--- config.mk ---
export PLATFORM = sky130hd
export DESIGN_NAME = bb_uart_rx_flat
export DESIGN_NICKNAME = d
export VERILOG_FILES = /design/src/rtl/bb_uart_rx_if.sv /design/src/rtl/bb_uart_rx.sv /design/src/flat_wrapper.sv
export SDC_FILE = /design/constraint.sdc
export NUM_CORES = 1
export LEC_CHECK = 0
export CAP_MARGIN = 10
export CORE_MARGIN = 3
export CORE_UTILIZATION = 25
export CTS_CLUSTER_DIAMETER = 200
export DETAILED_ROUTE_END_ITERATION = 8
export GPL_TIMING_DRIVEN = 0
export REMOVE_ABC_BUFFERS = 1
export SETUP_SLACK_MARGIN = 0.2
export SLEW_MARGIN = 15
export SYNTH_ARGS = -nofsm -noshare
export SYNTH_HDL_FRONTEND = slang
export SYNTH_SLANG_ARGS = --single-unit
--- constraint.sdc ---
create_clock -name i_bdclk -period 2.23 [get_ports i_bdclk]
set_input_delay 0.3345 -clock i_bdclk [delete_from_list [all_inputs] [get_ports i_bdclk]]
set_output_delay 0.3345 -clock i_bdclk [all_outputs]
set_load 0.05 [all_outputs]
--- src/rtl/bb_uart_rx_if.sv ---
// Receive-side byte handshake between bb_uart_rx and the consuming logic.
// master = receiver (drives byte/status), slave = consumer (drives acknowledge).
interface bb_uart_rx_if;
   logic       rxack;
   logic [7:0] rxreg;
   logic       rxrdy;
   logic       rxbsy;
   logic       rxerr;
   logic       rxovr;

   modport master (
      input  rxack,
      output rxreg,
      output rxrdy,
      output rxbsy,
      output rxerr,
      output rxovr
   );

   modport slave (
      output rxack,
      input  rxreg,
      input  rxrdy,
      input  rxbsy,
      input  rxerr,
      input  rxovr
   );
endinterface

--- src/rtl/bb_uart_rx.sv ---
// 8N1 UART receiver: oversampled start-bit validation, mid-bit data sampling,
// byte handoff with ready/ack plus framing-error pulse and sticky overrun.
//
// state   | meaning
// --------+--------------------------------------------------------------
// S_IDLE  | line idle, waiting for rxs=0
// S_START | counting to mid start bit; rxs=1 there is a glitch
// S_DATA  | sampling 8 data bits LSB-first, one per OVERSAMPLE cycles
// S_STOP  | sampling stop bit; 1 = deliver/overrun, 0 = framing error
// S_BREAK | line held low after a framing error; wait for rxs=1
module bb_uart_rx #(
   parameter int OVERSAMPLE = 16
) (
   input  logic         i_bdclk,
   input  logic         i_rst,
   input  logic         i_rxd,
   bb_uart_rx_if.master bus
);

   localparam int W = (OVERSAMPLE > 2) ? $clog2(OVERSAMPLE) : 1;
   localparam logic [W-1:0] C_HALF = W'(OVERSAMPLE / 2 - 1);
   localparam logic [W-1:0] C_LAST = W'(OVERSAMPLE - 1);
   localparam logic [W-1:0] C_ONE  = W'(1);

   typedef enum logic [2:0] {
      S_IDLE  = 3'd0,
      S_START = 3'd1,
      S_DATA  = 3'd2,
      S_STOP  = 3'd3,
      S_BREAK = 3'd4
   } state_t;

   state_t       r_state;
   state_t       w_state_nxt;
   logic         r_sync1;
   logic         r_sync2;
   logic [W-1:0] r_cnt;
   logic [W-1:0] w_cnt_nxt;
   logic [2:0]   r_bitn;
   logic [2:0]   w_bitn_nxt;
   logic [7:0]   r_sh;
   logic [7:0]   w_sh_nxt;
   logic         w_load;
   logic         w_drop;
   logic         w_ferr;
   logic [7:0]   r_rxreg;
   logic         r_rxrdy;
   logic         r_rxbsy;
   logic         r_rxerr;
   logic         r_rxovr;

   always_comb begin
      w_state_nxt = r_state;
      w_cnt_nxt   = r_cnt + C_ONE;
      w_bitn_nxt  = r_bitn;
      w_sh_nxt    = r_sh;
      w_load      = 1'b0;
      w_drop      = 1'b0;
      w_ferr      = 1'b0;
      case (r_state)
         S_IDLE: begin
            w_cnt_nxt = '0;
            if (!r_sync2) w_state_nxt = S_START;
         end
         S_START: begin
            if (r_cnt == C_HALF) begin
               w_cnt_nxt = '0;
               if (r_sync2) begin
                  w_state_nxt = S_IDLE;
               end else begin
                  w_state_nxt = S_DATA;
                  w_bitn_nxt  = 3'd0;
               end
            end
         end
         S_DATA: begin
            if (r_cnt == C_LAST) begin
               w_cnt_nxt = '0;
               w_sh_nxt  = {r_sync2, r_sh[7:1]};
               if (r_bitn == 3'd7) w_state_nxt = S_STOP;
               else                w_bitn_nxt  = r_bitn + 3'd1;
            end
         end
         S_STOP: begin
            if (r_cnt == C_LAST) begin
               w_cnt_nxt = '0;
               if (r_sync2) begin
                  w_state_nxt = S_IDLE;
                  // an ack landing on the load edge frees rxreg in time
                  if (!r_rxrdy || bus.rxack) w_load = 1'b1;
                  else                       w_drop = 1'b1;
               end else begin
                  w_ferr      = 1'b1;
                  w_state_nxt = S_BREAK;
               end
            end
         end
         S_BREAK: begin
            w_cnt_nxt = '0;
            if (r_sync2) w_state_nxt = S_IDLE;
         end
         default: begin
            w_cnt_nxt   = '0;
            w_state_nxt = S_IDLE;
         end
      endcase
   end

   always_ff @(posedge i_bdclk) begin
      if (i_rst) begin
         r_state <= S_IDLE;
         r_sync1 <= 1'b1;
         r_sync2 <= 1'b1;
         r_cnt   <= '0;
         r_bitn  <= 3'd0;
         r_sh    <= 8'h00;
         r_rxreg <= 8'h00;
         r_rxrdy <= 1'b0;
         r_rxbsy <= 1'b0;
         r_rxerr <= 1'b0;
         r_rxovr <= 1'b0;
      end else begin
         r_sync1 <= i_rxd;
         r_sync2 <= r_sync1;
         r_state <= w_state_nxt;
         r_cnt   <= w_cnt_nxt;
         r_bitn  <= w_bitn_nxt;
         r_sh    <= w_sh_nxt;
         r_rxbsy <= (w_state_nxt != S_IDLE);
         r_rxerr <= w_ferr;
         if (bus.rxack && r_rxrdy) begin
            r_rxrdy <= 1'b0;
            r_rxovr <= 1'b0;
         end
         if (w_load) begin
            r_rxreg <= r_sh;
            r_rxrdy <= 1'b1;
         end
         if (w_drop) r_rxovr <= 1'b1;
      end
   end

   assign bus.rxreg = r_rxreg;
   assign bus.rxrdy = r_rxrdy;
   assign bus.rxbsy = r_rxbsy;
   assign bus.rxerr = r_rxerr;
   assign bus.rxovr = r_rxovr;

endmodule
--- src/flat_wrapper.sv ---
// flat-port wrapper written by rule: the top's interface ports become plain ports
module bb_uart_rx_flat 
#(
   parameter int OVERSAMPLE = 16
)
  (i_bdclk, i_rst, i_rxd, bus_rxack, bus_rxreg, bus_rxrdy, bus_rxbsy, bus_rxerr, bus_rxovr);
  bb_uart_rx_if bus_i ();
  input  logic i_bdclk;
  input  logic i_rst;
  input  logic i_rxd;
  input wire logic [$bits(bus_i.rxack)-1:0] bus_rxack;
  output wire logic [$bits(bus_i.rxreg)-1:0] bus_rxreg;
  output wire logic [$bits(bus_i.rxrdy)-1:0] bus_rxrdy;
  output wire logic [$bits(bus_i.rxbsy)-1:0] bus_rxbsy;
  output wire logic [$bits(bus_i.rxerr)-1:0] bus_rxerr;
  output wire logic [$bits(bus_i.rxovr)-1:0] bus_rxovr;
  assign bus_i.rxack = bus_rxack;
  assign bus_rxreg = bus_i.rxreg;
  assign bus_rxrdy = bus_i.rxrdy;
  assign bus_rxbsy = bus_i.rxbsy;
  assign bus_rxerr = bus_i.rxerr;
  assign bus_rxovr = bus_i.rxovr;
  bb_uart_rx #(.OVERSAMPLE(OVERSAMPLE)) u_core (.i_bdclk(i_bdclk), .i_rst(i_rst), .i_rxd(i_rxd), .bus(bus_i));
endmodule
Yosys cells after proc, flatten, opt, wreduce, memory -nomap -nowiden --
Cells that the tools add are included.
Cells by class: bitwise operators 2, add/sub/neg operators 2, reductions and logical operators 12, equality and inequality tests 11, mux-type cells 29
Operators with widths (count):
- two-way mux 3 bit | 11
- case mux 3 bit (5 select lines) | 1
- two-way mux 1 bit | 12
- two-way mux 4 bit | 2
- case mux 4 bit (2 select lines) | 1
- == test 3 x 2 -> 1 bit (second input constant) | 2
- == test 3 bit (second input constant) | 2
- case mux 3 bit (2 select lines) | 1
- nonzero test 2 bit | 3
- AND reduction 5 bit | 1
- adder 4 x 1 -> 4 bit (second input constant) | 1
- == test 4 x 3 -> 1 bit (second input constant) | 1
- == test 4 bit (second input constant) | 1
- != test 2 x 1 -> 1 bit (second input constant) | 2
- != test 2 bit (second input constant) | 2
- adder 3 x 1 -> 3 bit (second input constant) | 1
- == test 3 x 1 -> 1 bit (second input constant) | 1
- zero test 3 bit | 1
- nonzero test 3 bit | 1
- OR reduction 3 bit | 1
- two-way mux 2 bit | 1
- inverter 1 bit | 2
- AND reduction 2 bit | 1
- OR reduction 2 bit | 1
- 3 further kinds | 3
Word-level totals: register bits 32, word-level logic and storage cells 67, output and inout bits 12

Logic depth before layout (Yosys ltp) --
Gate-level depths: netlist (run 1).
depth in word-level cells 7, mapped depth 6, gate-level depth less buffers 6

Worst setup path before layout (run 1) --
No wires, ideal clock.
path type register to register, from register u_core.r_cnt[0], to register u_core.r_cnt[3], arrival 1.615 ns, setup time 0.064 ns, required time 2.166 ns, slack 0.551 ns, cell stages (with the launch flop) 6, buffers on the path 0, cells stage by stage dfxtp_1 -> ha_1 -> and3b_1 -> or4b_1 -> a211o_1 -> nor2_1
Between the ends: cells in the longest elaborated chain, start to end 3
Ends and longest elaborated chain:
- start: declaration | line bb_uart_rx.sv:37 | logic [W-1:0] r_cnt;
- start signal: assignment | line bb_uart_rx.sv:126 | r_cnt <= w_cnt_nxt;
- adder 4 x 1 -> 4 bit (tied with other cells) | line bb_uart_rx.sv:54 | w_cnt_nxt = r_cnt + C_ONE;
- two-way mux 4 bit, on equally long branches | line bb_uart_rx.sv:77, bb_uart_rx.sv:85, bb_uart_rx.sv:66
- case mux 4 bit (2 select lines) * | line bb_uart_rx.sv:60 | case (r_state)
Mark *: on every way between the ends. The rest lies on a longest branch, timed or not. A chain may end at the register's enable or synchronous reset.

Worst setup path in the final report (run 1) --
Ends and elaborated chain as after synthesis.

==> flow_summary.toml, run 1 <==
[finish]
drive_gt1_share_pct = 10.1
syn_to_final_growth_pct = 28.1
fill_cells = 519
nets = 154
layout_commonest_cell = "dfxtp_1"
final_cell_mix = "dfxtp_1, nor2_1, mux2i_1"
diodes = 0

[synthesis]
synthAdderAreaFrac_pct = 2.95
netlist_instances = 128
ys_ff_latch = 32
post_synth_main_area_contributors = "dfxtp_1, mux2i_1, nor2_1"
synth-simple-area-share_pct = 22.6
synthDistinctLibCells = 33
yosys_warnings = 0
synth_top_area_share_pct = 50.3
yosysSeqAreaShare_pct = 50.3
synth_top_family_by_area = "simple AND/OR/NAND/NOR gates"
syn_area_per_cell_um2 = 9.94
synth_top_area_cell = "dfxtp_1"
syn_area_mm2 = 0.00127
synthMuxAreaShare_pct = 12.6
synth_compound_area_share_pct = 7.96
synth-xor-area-share_pct = 1.38

[sta]
clock.fmax_mhz = 553
slew_headroom_pct = 32.4
finalHoldViolCount = 0
fin_crit_sh_pct = 81.1
tightest_slew_ps = 1010
slew_viol_final = 0
rsz0062_at_grt = "false"
setup_viol = 0
whs_ps = 409
layout_min_cycle_time_ps = 1810
skew_ps = 2.30

[floorplan]
fp.coreArea_mm2 = 0.00482
std_cell_rows = 25
die_y_um = 77.3
die_width_um = 77.3
ios = 16
dieArea_mm2 = 0.00598
start_util_pct = 26.4

[status]
status = "completed"

[global_routing]
grt_pass1_wl_um = 4090
grt_pass1_vias = 918
antenna_found_initial = 0
grt-ovfl-total = 0
grt_usage_pct = 8.56
grt_max_degree = 30

[pwr]
leakage_nw = 0.624
p_per_area_mw_per_mm2 = 738
vdd_ir_drop_max_mv = 0.318
total_power_mw = 1.20

[clock_network]
cts_sinks = 32
cts_tree = "yes"
ctsHoldBuffers = 0
numCtsBuffers = 5
cts-root-buf = "clkbuf_8"
clk_path_buf_depth = 2
clock_latency_ps = 280
htree_levels = 2
clkSlewWorstSetupHoldPaths_ps = 60

[worst_setup_path]
startpoint = "u_core.r_cnt[0]"
path_depth = 5
arrival_ps = 2030
rr_startpoint = "u_core.r_cnt[0]"
cp-start-kind = "flop"
r2r_slack_ps = 420
cpLargestDelayFamily = "simple AND/OR/NAND/NOR gates"
worstSetupPathType = "flop to flop"
r2r.worst_path.cells = 5
cp-endpoint = "u_core.r_cnt[3]"
crit_chain = "ha_1 -> and3b_1 -> or4b_1 -> a211o_1 -> nor2_1"
required_ps = 2450
crit_fanout = 6
cp_slowest_cell = "or4b_1"
critPathCaptureType = "flop"
slowest_delay_ps = 520
rr_endpoint = "u_core.r_cnt[3]"
critical_path.n_buffers_inverters = 0

[route]
detail_route.wl_per_cell_um = 10.6
vias = 944
drc = 0
drt-total-wl_um = 2280
drtAntennaViolNets = 0
first_iter_violations = 42
viasPerCell = 4.39
dr.pass1.iters = 2

[place]
place_congestion = 0.792
dp_hpwl_um = 1550
io_buffers = 15

[flow_run]
cap_violations = 0

[hold_path]
hold_path_class = "flop to flop"
## worst register-to-register path: cells and delay by family, from the launching register on
kind,cells,cell delay (ps)
AO/OA/AOI/OAI,1,320
AND/OR/NAND/NOR,3,830
adder cells (fa/ha/maj),1,270
flip-flops,1,320
## timing repair
action	CTS	global route
hold endpoints to repair	0	0
endpoints found under the setup margin	0	9
setup buffers	0	2
resized for setup	0	1
## area by class of cell
type,count,area (um2),share of cell area [%]
Sequential cell,32,641,39.3
Multi-Input combinational cell,89,604,37.1
Timing Repair Buffer,17,168,10.3
Clock buffer,7,96.3,5.91
Tap cell,67,83.8,5.14
Clock inverter,1,30.0,1.84
Inverter,2,7.51,0.460
## kinds of logic after synthesis
kind of cell               after synthesis
and+or+nand+nor                         53
DFF                                     32
muxes                                   16
AOI/OAI and AO/OA                       15
buffers and inverters                    7
adders and majority gates                3
xor gates and xnor gates                 2
## worst min path at each step
stage,from,to,cells past startpoint
after floorplan,u_core.r_sync1,u_core.r_sync2,1
after global placement,u_core.r_sync1,u_core.r_sync2,1
after detailed placement,u_core.r_sync1,u_core.r_sync2,1
after CTS,u_core.r_sync1,u_core.r_sync2,1
after global routing,u_core.r_sync1,u_core.r_sync2,1
final,u_core.r_sync1,u_core.r_sync2,1
## registers in the layout (all words and copies together) (netlist names)
| name | count |
|---|---|
| u_core.bus.rxbsy | 1 |
| u_core.r_bitn | 3 |
| u_core.r_cnt | 4 |
| u_core.r_sync1 | 1 |
| u_core.bus.rxerr | 1 |
| u_core.bus.rxreg | 8 |
| u_core.r_sync2 | 1 |
| u_core.r_sh | 8 |
| u_core.bus.rxovr | 1 |
| u_core.r_state | 3 |
| u_core.bus.rxrdy | 1 |
## Yosys cell counts
master / n
nand2b_1: 2
a31oi_1: 1
or3_1: 2
a22oi_1: 2
dfxtp_1: 32
and4_1: 1
nor3b_1: 1
or3b_4: 1
or4b_1: 3
a41oi_2: 1
or4_1: 1
nor4_1: 1
buf_2: 1
o21ai_0: 4
a211o_1: 1
nor2_1: 22
and3b_1: 2
nand4_1: 2
xnor2_1: 1
nor2_4: 1
nor3_1: 2
and3_1: 1
xor2_1: 1
nand3_1: 2
a21oi_1: 4
or2_2: 2
nand2_1: 6
ha_1: 3
and2_1: 1
clkbuf_1: 4
mux2i_1: 16
a211oi_1: 2
inv_1: 2
## metrics by stage
stage	instance area, um2	TNS [ps]	worst slack, ps	instances	utilization (%)
global route	1630	0	293	215	33.8
global placement	1490	-0.768	-0.768	205	30.9
floorplan	1250	0	551	123	-
detailed placement	1490	-2.71	-2.71	205	30.9
finish	1630	0	421	215	33.8
CTS	1610	0	279	213	33.5
## power breakdown
group	switching (mW)	internal, mW
combinational	0.0167	0.0115
clock	0.201	0.394
sequential	0.00420	0.576
total	0.222	0.981
## metal layers
| layer | up-vias | GRT usage, % | wire length, um |
|---|---|---|---|
| met3 | 6 | 3.25 | 92 |
| met2 | 17 | 12.9 | 939 |
| met5 | - | 0 | 0 |
| li1 | 490 | - | - |
| met4 | 0 | 3.74 | 41 |
| met1 | 431 | 10.9 | 1200 |
Note: power is estimated with default switching activity, not from simulation.
==> run 2: changes to the inputs <==
- clock period: 2.23 -> 1.55 ns (I/O delays scaled with it)
==> flow_summary.toml, run 2 (synthesis results as in run 1) <==
[status]
status = "complete, but fails checks"
violations = "negative setup slack"

[finish]
final_area_mm2 = 0.00183
syn_to_final_growth_pct = 43.8
multiInputGateArea_um2 = 693
seq_area_um2 = 657
drive_gt1_share_pct = 38.0
diodes = 0
nets = 164
layout_commonest_cell = "dfxtp_1"
fill_cells = 502
fin_cells = 225
final_cell_mix = "dfxtp_1, nor2_1, mux2i_1"

[sta]
rsz0062_at_grt = "true"
setup_slack_ps = -133
clock.fmax_mhz = 594
layout_min_cycle_time_ps = 1680
slew_headroom_pct = 60.9
tightest_slew_ps = 587
setup_viol = 13
finalHoldViolCount = 0
skew_ps = 5.37
fin_crit_sh_pct = 109
slew_viol_final = 0

[worst_setup_path]
worstSetupPathType = "flop to flop"
rr_startpoint = "u_core.r_cnt[0]"
rr_endpoint = "u_core.bus.rxbsy"
slowest_delay_ps = 480
critPathCaptureType = "flop"
r2r.worst_path.cells = 6
crit_chain = "ha_4 -> and3b_2 -> or4b_4 -> buf_4 -> a41oi_2 -> or3_4"
crit_fanout = 4
cp_slowest_cell = "or4b_4"
cp-start-kind = "flop"
r2r_slack_ps = -130
arrival_ps = 1920
required_ps = 1780

[pwr]
p_per_area_mw_per_mm2 = 955
vdd_ir_drop_max_mv = 0.494
leakage_nw = 0.676
total_power_mw = 1.75

[route]
drt-total-wl_um = 2620
viasPerCell = 4.41
vias = 993
drc = 0
drtAntennaViolNets = 0
detail_route.wl_per_cell_um = 11.7
dr.pass1.iters = 4
first_iter_violations = 34

[place]
place_congestion = 0.792
dp_cells = 205
io_buffers = 15
place_area_mm2 = 0.00149
dp_hpwl_um = 1550

[floorplan]
ios = 16
std_cell_rows = 25
die_width_um = 77.3
die_y_um = 77.3
start_util_pct = 26.4
fp.coreArea_mm2 = 0.00482
dieArea_mm2 = 0.00598

[hold_path]
holdPathEnd = "u_core.r_sync2"
hold_start = "u_core.r_sync1"
hold_path_class = "flop to flop"
min_delay_path_depth = 1

[global_routing]
grt_max_degree = 30
grt-ovfl-total = 0
antenna_found_initial = 0
grt_usage_pct = 9.83
grt_pass1_wl_um = 4710
grt_pass1_vias = 1059

[clock_network]
cts_tree = "yes"
numCtsBuffers = 5
cts_sinks = 32
clock_latency_ps = 280
clkSlewWorstSetupHoldPaths_ps = 70
ctsHoldBuffers = 0
cts-root-buf = "clkbuf_8"
clk_path_buf_depth = 2
htree_levels = 2

[flow_run]
cap_violations = 0
## run 2: cell types whose count changed in the layout (fill, tap and decap cells not counted), sizes merged
| cell | delta |
|---|---|
| buf | +10 |
| clkbuf | +3 |
| clkdlybuf4s15 | +10 |
| clkdlybuf4s50 | -12 |
| dlymetal6s2s | -1 |
## run 2: what timing repair did
action / in CTS / in global routing
setup endpoints to repair: 43 / 30
buffers inserted: 12 / 0
resized for setup: 62 / 9
pin swaps: 13 / 2
gates cloned: 0 / 0
## run 2: final cells by class
cell class                 instances  share of cell area (%)
tap                               67                    4.58
inverter                           2                   0.410
sequential                        32                    35.9
clock buffer                       7                    5.27
clock inverter                     1                    1.64
multi-input combinational         89                    37.9
timing repair buffer              27                    14.3
## run 2: stage by stage
step                      setup TNS [ps]  utilization [%]  hold WS, ps  worst slack [ps]
after floorplan                     -408                -          302              -129
after detailed placement           -7770             30.9          397              -581
after global routing               -2280             38.0          447              -197
final                               -794             38.0          411              -133
after CTS                           -751             37.8          413              -143
after global placement             -7020             30.9          399              -579
## run 2: worst max path at each step
| stage | from | to | slack (ps) | depth (start not counted) |
|---|---|---|---|---|
| detailed placement | i_rst | u_core.bus.rxbsy | -580 | 4 |
| global route | u_core.r_cnt[0] | u_core.bus.rxbsy | -200 | 6 |
| floorplan | u_core.r_cnt[0] | u_core.r_cnt[3] | -130 | 5 |
| finish | u_core.r_cnt[0] | u_core.bus.rxbsy | -130 | 6 |
| CTS | u_core.r_cnt[0] | u_core.r_cnt[0] | -140 | 5 |
| global placement | i_rst | u_core.bus.rxbsy | -580 | 4 |
## run 2: routing by layer
layer  part of all wire, %  vias to the layer above  track usage, %
li1                      -                      511               -
met1                    48                      457            11.8
met2                    46                       19            16.0
met3                   4.2                        6            3.25
met4                   1.8                        0            4.45
met5                     0                        -               0
## run 2: worst max-delay path, delay by kind of cell, from the launching register on
kind,cells,cell delay (ps)
adders and majority gates,1,170
DFF,1,340
and+or+nand+nor,3,840
buffers and inverters,1,150
AOI/OAI and AO/OA,1,150
## run 2: power by group
| group | switching [mW] | internal (mW) | leakage [nW] |
|---|---|---|---|
| clock network | 0.302 | 0.567 | 0.0645 |
| registers | 0.00795 | 0.824 | 0.263 |
| logic | 0.0256 | 0.0198 | 0.349 |
==> run 3: changes to the inputs <==
- CORE_UTILIZATION: 25 -> 48
- PLACE_DENSITY: default -> 0.73
- SKIP_CTS_REPAIR_TIMING: default -> 1
==> flow_summary.toml, run 3 (synthesis results as in run 1) <==
[status]
status = "complete, but fails checks"
violations = "negative setup slack"

[finish]
syn_to_final_growth_pct = 24.6
diodes = 0
layout_commonest_cell = "dfxtp_1"
seq_area_um2 = 656
fill_cells = 202
final_cell_mix = "dfxtp_1, nor2_1, mux2i_1"
drive_gt1_share_pct = 30.7
nets = 160
multiInputGateArea_um2 = 662
final_area_mm2 = 0.00159

[place]
io_buffers = 15
dpl_worst_slack_ps = -503
dp_hpwl_um = 1590
place_area_mm2 = 0.00144
place_congestion = 0.830

[sta]
tightest_slew_ps = 1030
clock.fmax_mhz = 558
slew_headroom_pct = 31.5
setup_viol = 15
rsz0062_at_grt = "true"
fin_crit_sh_pct = 116
skew_ps = 5.01
setup_slack_ps = -242
finalHoldViolCount = 0
slew_viol_final = 0
layout_min_cycle_time_ps = 1790
whs_ps = 431

[pwr]
vdd_ir_drop_max_mv = 0.596
leakage_nw = 0.656
total_power_mw = 1.30
p_per_area_mw_per_mm2 = 822

[global_routing]
grt_max_degree = 30
grt_usage_pct = 16.2
grt-ovfl-total = 0
grt_pass1_wl_um = 4040
grt_pass1_vias = 977
antenna_found_initial = 0

[clock_network]
htree_levels = 2
cts_sinks = 32
clk_path_buf_depth = 2
clock_latency_ps = 330
clkSlewWorstSetupHoldPaths_ps = 90
numCtsBuffers = 5
cts-root-buf = "clkbuf_4"
cts_tree = "yes"

[route]
detail_route.wl_per_cell_um = 14.3
first_iter_violations = 23
vias = 1010
dr.pass1.iters = 4
drtAntennaViolNets = 0
drc = 0
viasPerCell = 5.52
drt-total-wl_um = 2620

[worst_setup_path]
worstSetupPathType = "flop to flop"
rr_endpoint = "u_core.r_cnt[1]"
cp_slowest_cell = "or4b_4"
arrival_ps = 2050
r2r_slack_ps = -240
cp-start-kind = "flop"
rr_startpoint = "u_core.r_cnt[0]"
critical_path.n_buffers_inverters = 0
crit_chain = "ha_4 -> and3b_2 -> or4b_4 -> a211o_1 -> nor2_1"
critPathCaptureType = "flop"
crit_fanout = 5
cpLargestDelayFamily = "simple AND/OR/NAND/NOR gates"
required_ps = 1810
slowest_delay_ps = 490
r2r.worst_path.cells = 5

[floorplan]
die_y_um = 57.5
std_cell_rows = 18
start_util_pct = 50.9
ios = 16
die_width_um = 57.5
fp.coreArea_mm2 = 0.00250
dieArea_mm2 = 0.00330

[hold_path]
holdPathEnd = "u_core.r_sync2"
hold_start = "u_core.r_sync1"
min_delay_path_depth = 1
hold_path_class = "flop to flop"

[flow_run]
cap_violations = 0
run 3: final cells by class:
cell class	instances	share of cell area, %
clock buffers	6	2.60
clock inverters	1	0.316
inverters	2	0.474
multi-input cells	89	41.8
flip-flops and latches	32	41.4
well taps	30	2.37
repair buffers	23	11.1
run 3: how the worst max path moves through the flow:
stage	depth (start not counted)	slack [ps]	from	endpoint
4_1_cts	5	-290	u_core.r_cnt[0]	u_core.r_cnt[1]
3_3_place_gp	4	-510	i_rst	u_core.bus.rxbsy
5_1_grt	5	-280	u_core.r_cnt[0]	u_core.r_cnt[1]
6_report	5	-240	u_core.r_cnt[0]	u_core.r_cnt[1]
2_1_floorplan	5	-130	u_core.r_cnt[0]	u_core.r_cnt[3]
3_5_place_dp	4	-500	i_rst	u_core.bus.rxbsy
run 3: power breakdown:
group	leakage [nW]	internal (mW)	switching [mW]
registers	0.262	0.823	0.00790
logic	0.365	0.0198	0.0251
clock network	0.0281	0.167	0.261
total	0.656	1.01	0.294
run 3: through the flow:
stage / instances / utilization, % / TNS (ps)
4_1_cts: 175 / 59.5 / -6430
6_report: 183 / 63.4 / -1240
2_1_floorplan: 123 / - / -408
3_3_place_gp: 168 / 57.6 / -5580
5_1_grt: 183 / 63.4 / -2380
3_5_place_dp: 168 / 57.6 / -6380
run 3: metal layers:
| metal | track usage [%] | share of wire (%) | vias up |
|---|---|---|---|
| met1 | 17.7 | 44 | 472 |
| met5 | 0 | 0 | - |
| li1 | - | - | 501 |
| met3 | 6.11 | 4.9 | 12 |
| met4 | 10.9 | 4.2 | 0 |
| met2 | 25.8 | 47 | 25 |
